==> config.mk <==
export PLATFORM = sky130hd
export DESIGN_NAME = led_pwm_driver
export DESIGN_NICKNAME = d
export VERILOG_FILES = /design/src/rtl/led_drv_pkg.sv /design/src/rtl/led_pwm_channel.sv /design/src/rtl/led_pwm_driver.sv
export SDC_FILE = /design/constraint.sdc
export NUM_CORES = 1
export LEC_CHECK = 0
export CORE_MARGIN = 10
export CORE_UTILIZATION = 62
export CTS_CLUSTER_SIZE = 25
export DETAILED_ROUTE_END_ITERATION = 8
export GPL_TIMING_DRIVEN = 0
export PLACE_DENSITY = 0.84
export REMOVE_ABC_BUFFERS = 1
export SETUP_SLACK_MARGIN = 0.5
export SYNTH_ARGS = -nofsm -noshare
export SYNTH_HDL_FRONTEND = slang
export SYNTH_HIERARCHICAL = 1
export SYNTH_SLANG_ARGS = --single-unit
==> constraint.sdc <==
create_clock -name CLK -period 3.7 [get_ports CLK]
set_input_delay 0.37 -clock CLK [delete_from_list [all_inputs] [get_ports CLK]]
set_output_delay 0.37 -clock CLK [all_outputs]
set_load 0.03 [all_outputs]
==> src/rtl/led_drv_pkg.sv <==
// led_drv_pkg: PIO word field map, PWM widths and duty-to-compare mapping
// shared by led_pwm_driver and led_pwm_channel.
// Optional build macro: LED_GAMMA_EN -- duty is mapped through GAMMA_LUT
// instead of the linear {d,d} expansion; the LUT only exists when defined.
package led_drv_pkg;

    // Channel count and field widths
    localparam int NUM_CH = 3;
    localparam int DUTY_W = 4;
    localparam int PWM_W  = 8;
    localparam int RATE_W = 4;

    // Bit positions inside the 32-bit PIO word
    localparam int EN_LSB        = 0;
    localparam int BLINK_LSB     = 4;
    localparam int DUTY_LSB      = 8;
    localparam int RATE_LSB      = 24;
    localparam int PHASE_CLR_BIT = 31;

    typedef logic [DUTY_W-1:0] duty_t;
    typedef logic [PWM_W-1:0]  pwm_t;

    // Full-scale duty: channel is held on for the whole frame
    localparam duty_t DUTY_MAX = '1;

`ifdef LED_GAMMA_EN
    // Perceptual brightness curve, indexed by duty
    localparam pwm_t GAMMA_LUT [0:15] = '{
        8'd0,   8'd1,   8'd2,   8'd4,   8'd7,   8'd11,  8'd16,  8'd23,
        8'd32,  8'd43,  8'd56,  8'd72,  8'd91,  8'd114, 8'd141, 8'd255
    };
`endif

    // Duty code to PWM compare threshold: LED is lit while pwm_cnt < threshold
    function automatic pwm_t duty_to_cmp(input duty_t duty);
`ifdef LED_GAMMA_EN
        return GAMMA_LUT[duty];
`else
        return {duty, duty};
`endif
    endfunction

endpackage

==> src/rtl/led_pwm_channel.sv <==
// led_pwm_channel: one LED channel. Compares the shared PWM counter against
// the channel's duty threshold, applies enable and blink gating, and drives
// a registered active-low output (1 = dark).
// Optional build macro: LED_GAMMA_EN (selects the duty map in led_drv_pkg).
module led_pwm_channel
    import led_drv_pkg::*;
(
    input  logic  clk,
    input  logic  rst_n,
    input  logic  en,
    input  logic  blink,
    input  duty_t duty,
    input  pwm_t  pwm_cnt,
    input  logic  phase,
    output logic  led_n
);

    pwm_t cmp;
    logic on;

    // Lit decision; full-scale duty bypasses the compare so there is no
    // one-tick dark gap at pwm_cnt == 255
    always_comb begin
        cmp = duty_to_cmp(duty);
        on  = en && ((duty == DUTY_MAX) || (pwm_cnt < cmp)) && !(blink && phase);
    end

    // Register the pin drive, dark in reset
    always_ff @(posedge clk or negedge rst_n) begin
        if (!rst_n) begin
            led_n <= 1'b1;
        end else begin
            led_n <= !on;
        end
    end

endmodule

==> src/rtl/led_pwm_driver.sv <==
// led_pwm_driver: drives three active-low board LEDs from the PIO output
// word with per-channel enable, 4-bit PWM brightness and blink. The word is
// sampled every cycle but only applied (shadowed) at PWM frame boundaries,
// so brightness/blink changes are glitch-free.
// Optional build macro: LED_GAMMA_EN -- gamma-corrected duty mapping.
module led_pwm_driver
    import led_drv_pkg::*;
#(
    parameter int PRESCALE = 49,
    parameter int BLINK_W  = 16
) (
    input  logic        CLK,
    input  logic        RESET_N,
    input  logic [31:0] PIO_WORD,
    output logic [2:0]  LED,
    output logic        FRAME_STROBE,
    output logic        CFG_PENDING
);

    localparam int PRESC_W = (PRESCALE > 0) ? $clog2(PRESCALE + 1) : 1;
    localparam logic [PRESC_W-1:0] PRESC_LAST = PRESC_W'(PRESCALE);

    logic [31:0]        pio_q;
    logic [31:0]        shadow;
    logic [PRESC_W-1:0] presc;
    pwm_t               pwm_cnt;
    logic [BLINK_W-1:0] blink_cnt;
    logic               tick;
    logic               frame_end;
    logic               phase;
    logic [RATE_W-1:0]  rate;

    // Tick and frame boundary decode; the frame ends on the tick that wraps pwm_cnt
    always_comb begin
        tick      = (presc == PRESC_LAST);
        frame_end = tick && (pwm_cnt == '1);
    end

    // Blink phase: blink_cnt[rate]; a rate beyond the counter width shifts
    // the select mask out entirely, so the phase reads as 0
    always_comb begin
        rate  = shadow[RATE_LSB +: RATE_W];
        phase = |(blink_cnt & (BLINK_W'(1) << rate));
    end

    // Sample the PIO word every cycle
    always_ff @(posedge CLK or negedge RESET_N) begin
        if (!RESET_N) begin
            pio_q <= '0;
        end else begin
            pio_q <= PIO_WORD;
        end
    end

    // Prescaler: counts 0..PRESCALE, one PWM tick per wrap
    always_ff @(posedge CLK or negedge RESET_N) begin
        if (!RESET_N) begin
            presc <= '0;
        end else if (tick) begin
            presc <= '0;
        end else begin
            presc <= presc + PRESC_W'(1);
        end
    end

    // PWM counter, free-running modulo 256 in ticks
    always_ff @(posedge CLK or negedge RESET_N) begin
        if (!RESET_N) begin
            pwm_cnt <= '0;
        end else if (tick) begin
            pwm_cnt <= pwm_cnt + PWM_W'(1);
        end
    end

    // Apply the sampled word and advance/clear the blink counter at frame end
    always_ff @(posedge CLK or negedge RESET_N) begin
        if (!RESET_N) begin
            shadow    <= '0;
            blink_cnt <= '0;
        end else if (frame_end) begin
            shadow    <= pio_q;
            blink_cnt <= pio_q[PHASE_CLR_BIT] ? '0 : blink_cnt + BLINK_W'(1);
        end
    end

    // Frame strobe lands on the first cycle of the new shadow; pending
    // is suppressed on the apply cycle since the shadow catches up there
    always_ff @(posedge CLK or negedge RESET_N) begin
        if (!RESET_N) begin
            FRAME_STROBE <= 1'b0;
            CFG_PENDING  <= 1'b0;
        end else begin
            FRAME_STROBE <= frame_end;
            CFG_PENDING  <= (pio_q != shadow) && !frame_end;
        end
    end

    for (genvar i = 0; i < NUM_CH; i++) begin : g_ch
        led_pwm_channel u_ch (
            .clk     (CLK),
            .rst_n   (RESET_N),
            .en      (shadow[EN_LSB + i]),
            .blink   (shadow[BLINK_LSB + i]),
            .duty    (shadow[DUTY_LSB + i*DUTY_W +: DUTY_W]),
            .pwm_cnt (pwm_cnt),
            .phase   (phase),
            .led_n   (LED[i])
        );
    end

endmodule

After elaboration in Yosys (flattened, before gate mapping). Index checks and enable logic that the tools add are counted.

Bits in latches: 0. Word-level logic and storage cells: 48. Input port bits: 34. Register bits after elaboration: 99. Memories: 0. Bits in writable memories: 0. Memory bits (read-only): 0.

Order comparisons: 3. Bitwise logic cells: 1. Div/mod/pow operators: 0. Multiply operators: 0. Add/sub/neg operators: 3. Multiplexer cells: 2. Reductions and logical operators: 22. Shift-type cells: 1. Equality and inequality tests: 6.

Operators with widths (number): $ne 32x32->1 (1); $lt 8x8->1 (3); $add 16x1->16 const B (1); $and 16x16->16 (1); $mux 16 (1); $reduce_or 16->1 (1); $shl 1x4->16 const A (1); $eq 4x4->1 const B (3); $logic_and 1x1->1 (11); $add 8x1->8 const B (1); $eq 8x8->1 const B (1); $logic_not 1->1 (7); $add 6x1->6 const B (1); $eq 6x6->1 const B (1); $mux 6 (1); $logic_or 1x1->1 (3).

Longest topological paths before layout.
Word-level depth: 7. Depth in mapped cells: 8. Gate-level depth less buffers: 7.

By module. The synthesis kept the hierarchy.

Modules (own cells, without submodules): led_pwm_driver (cells each 312, instances 1, sequential area each 2402.3 µm², area an instance 4112.7 µm²); led_pwm_channel (cells each 27, instances 3, sequential area each 26.3 µm², area an instance 211.5 µm²).

Worst setup path before layout. OpenSTA, ideal clock, no wires.

Kind: flip-flop to flip-flop. From: register shadow[25]. To: register g_ch[0].u_ch.led_n. Path buffers: 1. Library setup time: 0.082 ns. Setup slack: 1.820 ns. Required time: 3.618 ns. Cell stages (with the launch flop): 8. Data arrival time: 1.798 ns. Clock period less this slack: 1.880 ns. Cell sequence: dfrtp_1 -> clkbuf_1 -> mux4_2 -> o211ai_1 -> o211ai_1 -> nand2_1 -> nand2_1 -> a211o_1.

Cells in the longest elaborated chain, start to end: 7.

RTL lines: start, declared (RTL line led_pwm_driver.sv:24) `logic [31:0] shadow;`; start signal, assigned (RTL line led_pwm_driver.sv:81) `shadow <= pio_q;`; $shl 1x4->16 (RTL line led_pwm_driver.sv:43) `phase = |(blink_cnt & (BLINK_W'(1) << rate));`; $and 16x16->16 (RTL line led_pwm_driver.sv:43); $reduce_or 16->1 (RTL line led_pwm_driver.sv:43); named net phase (RTL line led_pwm_driver.sv:30) `logic phase;`; $logic_and 1x1->1 (RTL line led_pwm_channel.sv:25) `on = en && ((duty == DUTY_MAX) || (pwm_cnt < cmp)) && !(blink && phase);`; $logic_not 1->1 (RTL line led_pwm_channel.sv:25); $logic_and 1x1->1 (RTL line led_pwm_channel.sv:25); $logic_not 1->1 (RTL line led_pwm_channel.sv:33) `led_n <= !on;`; end signal, assigned (RTL line led_pwm_channel.sv:33); end, declared (RTL line led_pwm_channel.sv:15) `output logic led_n`.

The timed path passes the listed nets, and every way through them passes these cells. A chain may end at the register's enable or synchronous reset.

Worst setup path in the final report.
From: register pwm_cnt[0]. To: register shadow[15].

Cells in the longest elaborated chain, start to end: 2.

RTL lines: start, declared (RTL line led_pwm_driver.sv:26) `pwm_t pwm_cnt;`; start signal, assigned (RTL line led_pwm_driver.sv:71) `pwm_cnt <= pwm_cnt + PWM_W'(1);`; $eq 8x8->1 (RTL line led_pwm_driver.sv:36) `frame_end = tick && (pwm_cnt == '1);`; $logic_and 1x1->1 (RTL line led_pwm_driver.sv:36).

No other way between the ends.

==> results.ini <==
[yosys]
async_flop_share=1.000
synth-main-ff-cell=dfrtp_1
synth.distinct_cells=47
syn-cell-area_sq_um=4747
ys_warn_count=6
postSynthCellCount=393
synth_seq_cells=99
ys_seq_area_frac=0.5227
synth_edf_count=0
syn_avg_cell_area_sq_um=12.08

[floorplanning]
core_area_sq_um=7331
die_area_sq_um=11560
pin_count=39
fp-row-count=31
fp.dieW_um=107.5
start_util=0.6476
die_h_um=107.5

[finish]
layout.nets=489
fin_cells=534
postLayoutCoreUtil=0.7366
diodes=0
layout-drive-gt1-share=0.1701
area_growth_pct=13.76

[sta]
maxSlewViolCount=0
tightest_slew_ns=0.7401
finalWorstSetupSlack_ns=1.076
fin_crit_ns=2.624
slew_headroom=0.5059
max_freq_ghz=0.3811
finalCritPeriodShare=0.7092
setup_tns_ns=0
rsz0062_at_grt=no
hold_viol=0
setup_viol=0
fin_skew_ns=0.01342

[global_route]
antenna_found_initial=0
grt_usage=0.1640
grt_pass1_wl_um=15450
grt_pass1_vias=3327
grt-ovfl-total=0
grt_max_degree=53

[setup_path]
critPathLaunchType=flip-flop
reg2reg_from=pwm_cnt[0]
crit_fanout=35
worstSetupPathType=reg -> reg
required_ns=3.97
r2r-end=shadow[15]
endpoint_kind=flip-flop
regToRegSetupSlack_ns=1.08
cp.arrival_ns=2.89
r2r_cells=5

[run_status]
status=finished clean

[place]
gp_congestion=0.7910
dpl_worst_slack_ns=1.081
dp_cells=518
portBuffers=38
hpwl_um=6484

[clock_network]
clockBufferDepth=2
root_buffer=clkbuf_8
hold_buffers=0
cts_buffers=9
cts_setup_buffers=0
htreeDepth=3
clk_latency_ns=0.38
cts_resized=0
clock_sinks=99
cts_tree=done
clkTransAtPathRegs_ns=0.11

[worst_hold_path]
hold_path.class=in -> async

[routing]
first_pass_iters=4
routed_wirelength_um=9010
drt_iter0_markers=84
remaining_drc_errors=0
vias=3188
antenna_left=0
viasPerCell=5.970
avgRoutedWirePerCell_um=16.87

[power]
p_leak_nw=2.304
intPower_w=0.001415
swShare=0.2506
switchingPower_w=0.0004730
pwr-share-seq=0.591
pwr-share-clk=0.368
power_frac_comb=0.041
peakVddDrop_mv=0.3662
cellPowerDensity_nw_per_um2=349.6

[run]
maxCapViolations=0

## critical path: stages, from the launching register on
cell	delay, ns
dfrtp_1	0.52
ha_1	0.24
and3_2	0.22
nand4_4	0.39
inv_2	0.72
mux2_2	0.42
## registers in the layout (all words and copies together), names as in the netlist
name	cells
pwm_cnt	8
pio_q	32
shadow	32
g_ch.u_ch/led_n	3
blink_cnt	16
CFG_PENDING	1
FRAME_STROBE	1
presc	6
## layout by cell type, fill, tap and decap left out, types with 9 or more instances in the layout
master            n
dfrtp_1          96
o21ai_0          12
clkbuf_8          9
clkdlybuf4s50_1  37
mux2_2           31
a21oi_1          16
ha_1             25
inv_1            16
nand2_1          16
xnor2_1          41
nand4_1          18
nand3_1          16
## stage by stage
stage | total power [W] | area, sq um | hold slack, ns
after floorplan | 0.001149 | 4664 | 0.07441
after global placement | 0.001209 | 5169 | 0.4707
after detailed placement | 0.001215 | 5194 | 0.4518
after CTS | 0.001910 | 5400 | 0.03731
after global routing | 0.001953 | 5400 | 0.05730
final | 0.001888 | 5400 | 0.02552
## worst max-delay path by stage
stage	cells after the start	slack [ns]	from	to
floorplan	5	1.54	pwm_cnt[1]	shadow[0]
global placement	1	-1.28	RESET_N	shadow[30]
detailed placement	5	1.08	pwm_cnt[0]	shadow[15]
CTS	5	1.07	pwm_cnt[0]	shadow[15]
global route	5	0.88	pwm_cnt[0]	shadow[15]
finish	5	1.08	pwm_cnt[0]	shadow[15]
## routing by layer
| metal | track usage | wire [um] | vias to the layer above |
|---|---|---|---|
| met1 | 0.1945 | 3881 | 1585 |
| met5 | 0 | 0 | - |
| met2 | 0.2775 | 4553 | 83 |
| li1 | - | - | 1510 |
| met3 | 0.05329 | 473 | 10 |
| met4 | 0.04771 | 102 | 0 |
## cells in the mapped netlist, types with 12 or more instances
cell type  number  share of area
inv_1          16          0.013
nand2_1        16          0.013
ha_1           25          0.066
nand3_1        16          0.017
a21oi_1        16          0.017
nand4_1        18          0.024
dfrtp_1        96           0.51
mux2_2         31          0.074
o21ai_0        12          0.013
xnor2_1        41          0.076
## cell families after synthesis
kind of cell	count (synthesis)	share of synthesized area
buffers and inverters	33	0.03321
AND/OR/NAND/NOR	98	0.1241
AO/OA/AOI/OAI	60	0.08725
adder cells (fa/ha/maj)	25	0.06589
XOR/XNOR	42	0.07749
multiplexers	36	0.08935
flip-flops	99	0.5227
## final cells by class
class                   instances  area [sq um]
flip-flops and latches         99          2481
multi-input cells             261          2108
fillers                       474          1931
repair buffers                 39         405.4
clock buffers                   9         123.9
well taps                      99         123.9
clock inverters                 7         82.58
inverters                      20         75.07
## power by group through the flow
stage                     Combinational, W  Clock (W)  Sequential, W
after floorplan                  0.0000165          0        0.00113
after global placement           0.0000739          0        0.00114
after detailed placement         0.0000790          0        0.00114
after CTS                        0.0000797   0.000716        0.00112
after global routing             0.0000848   0.000750        0.00112
final                            0.0000771   0.000696        0.00112
No activity file was read; power rests on OpenSTA's default activity.
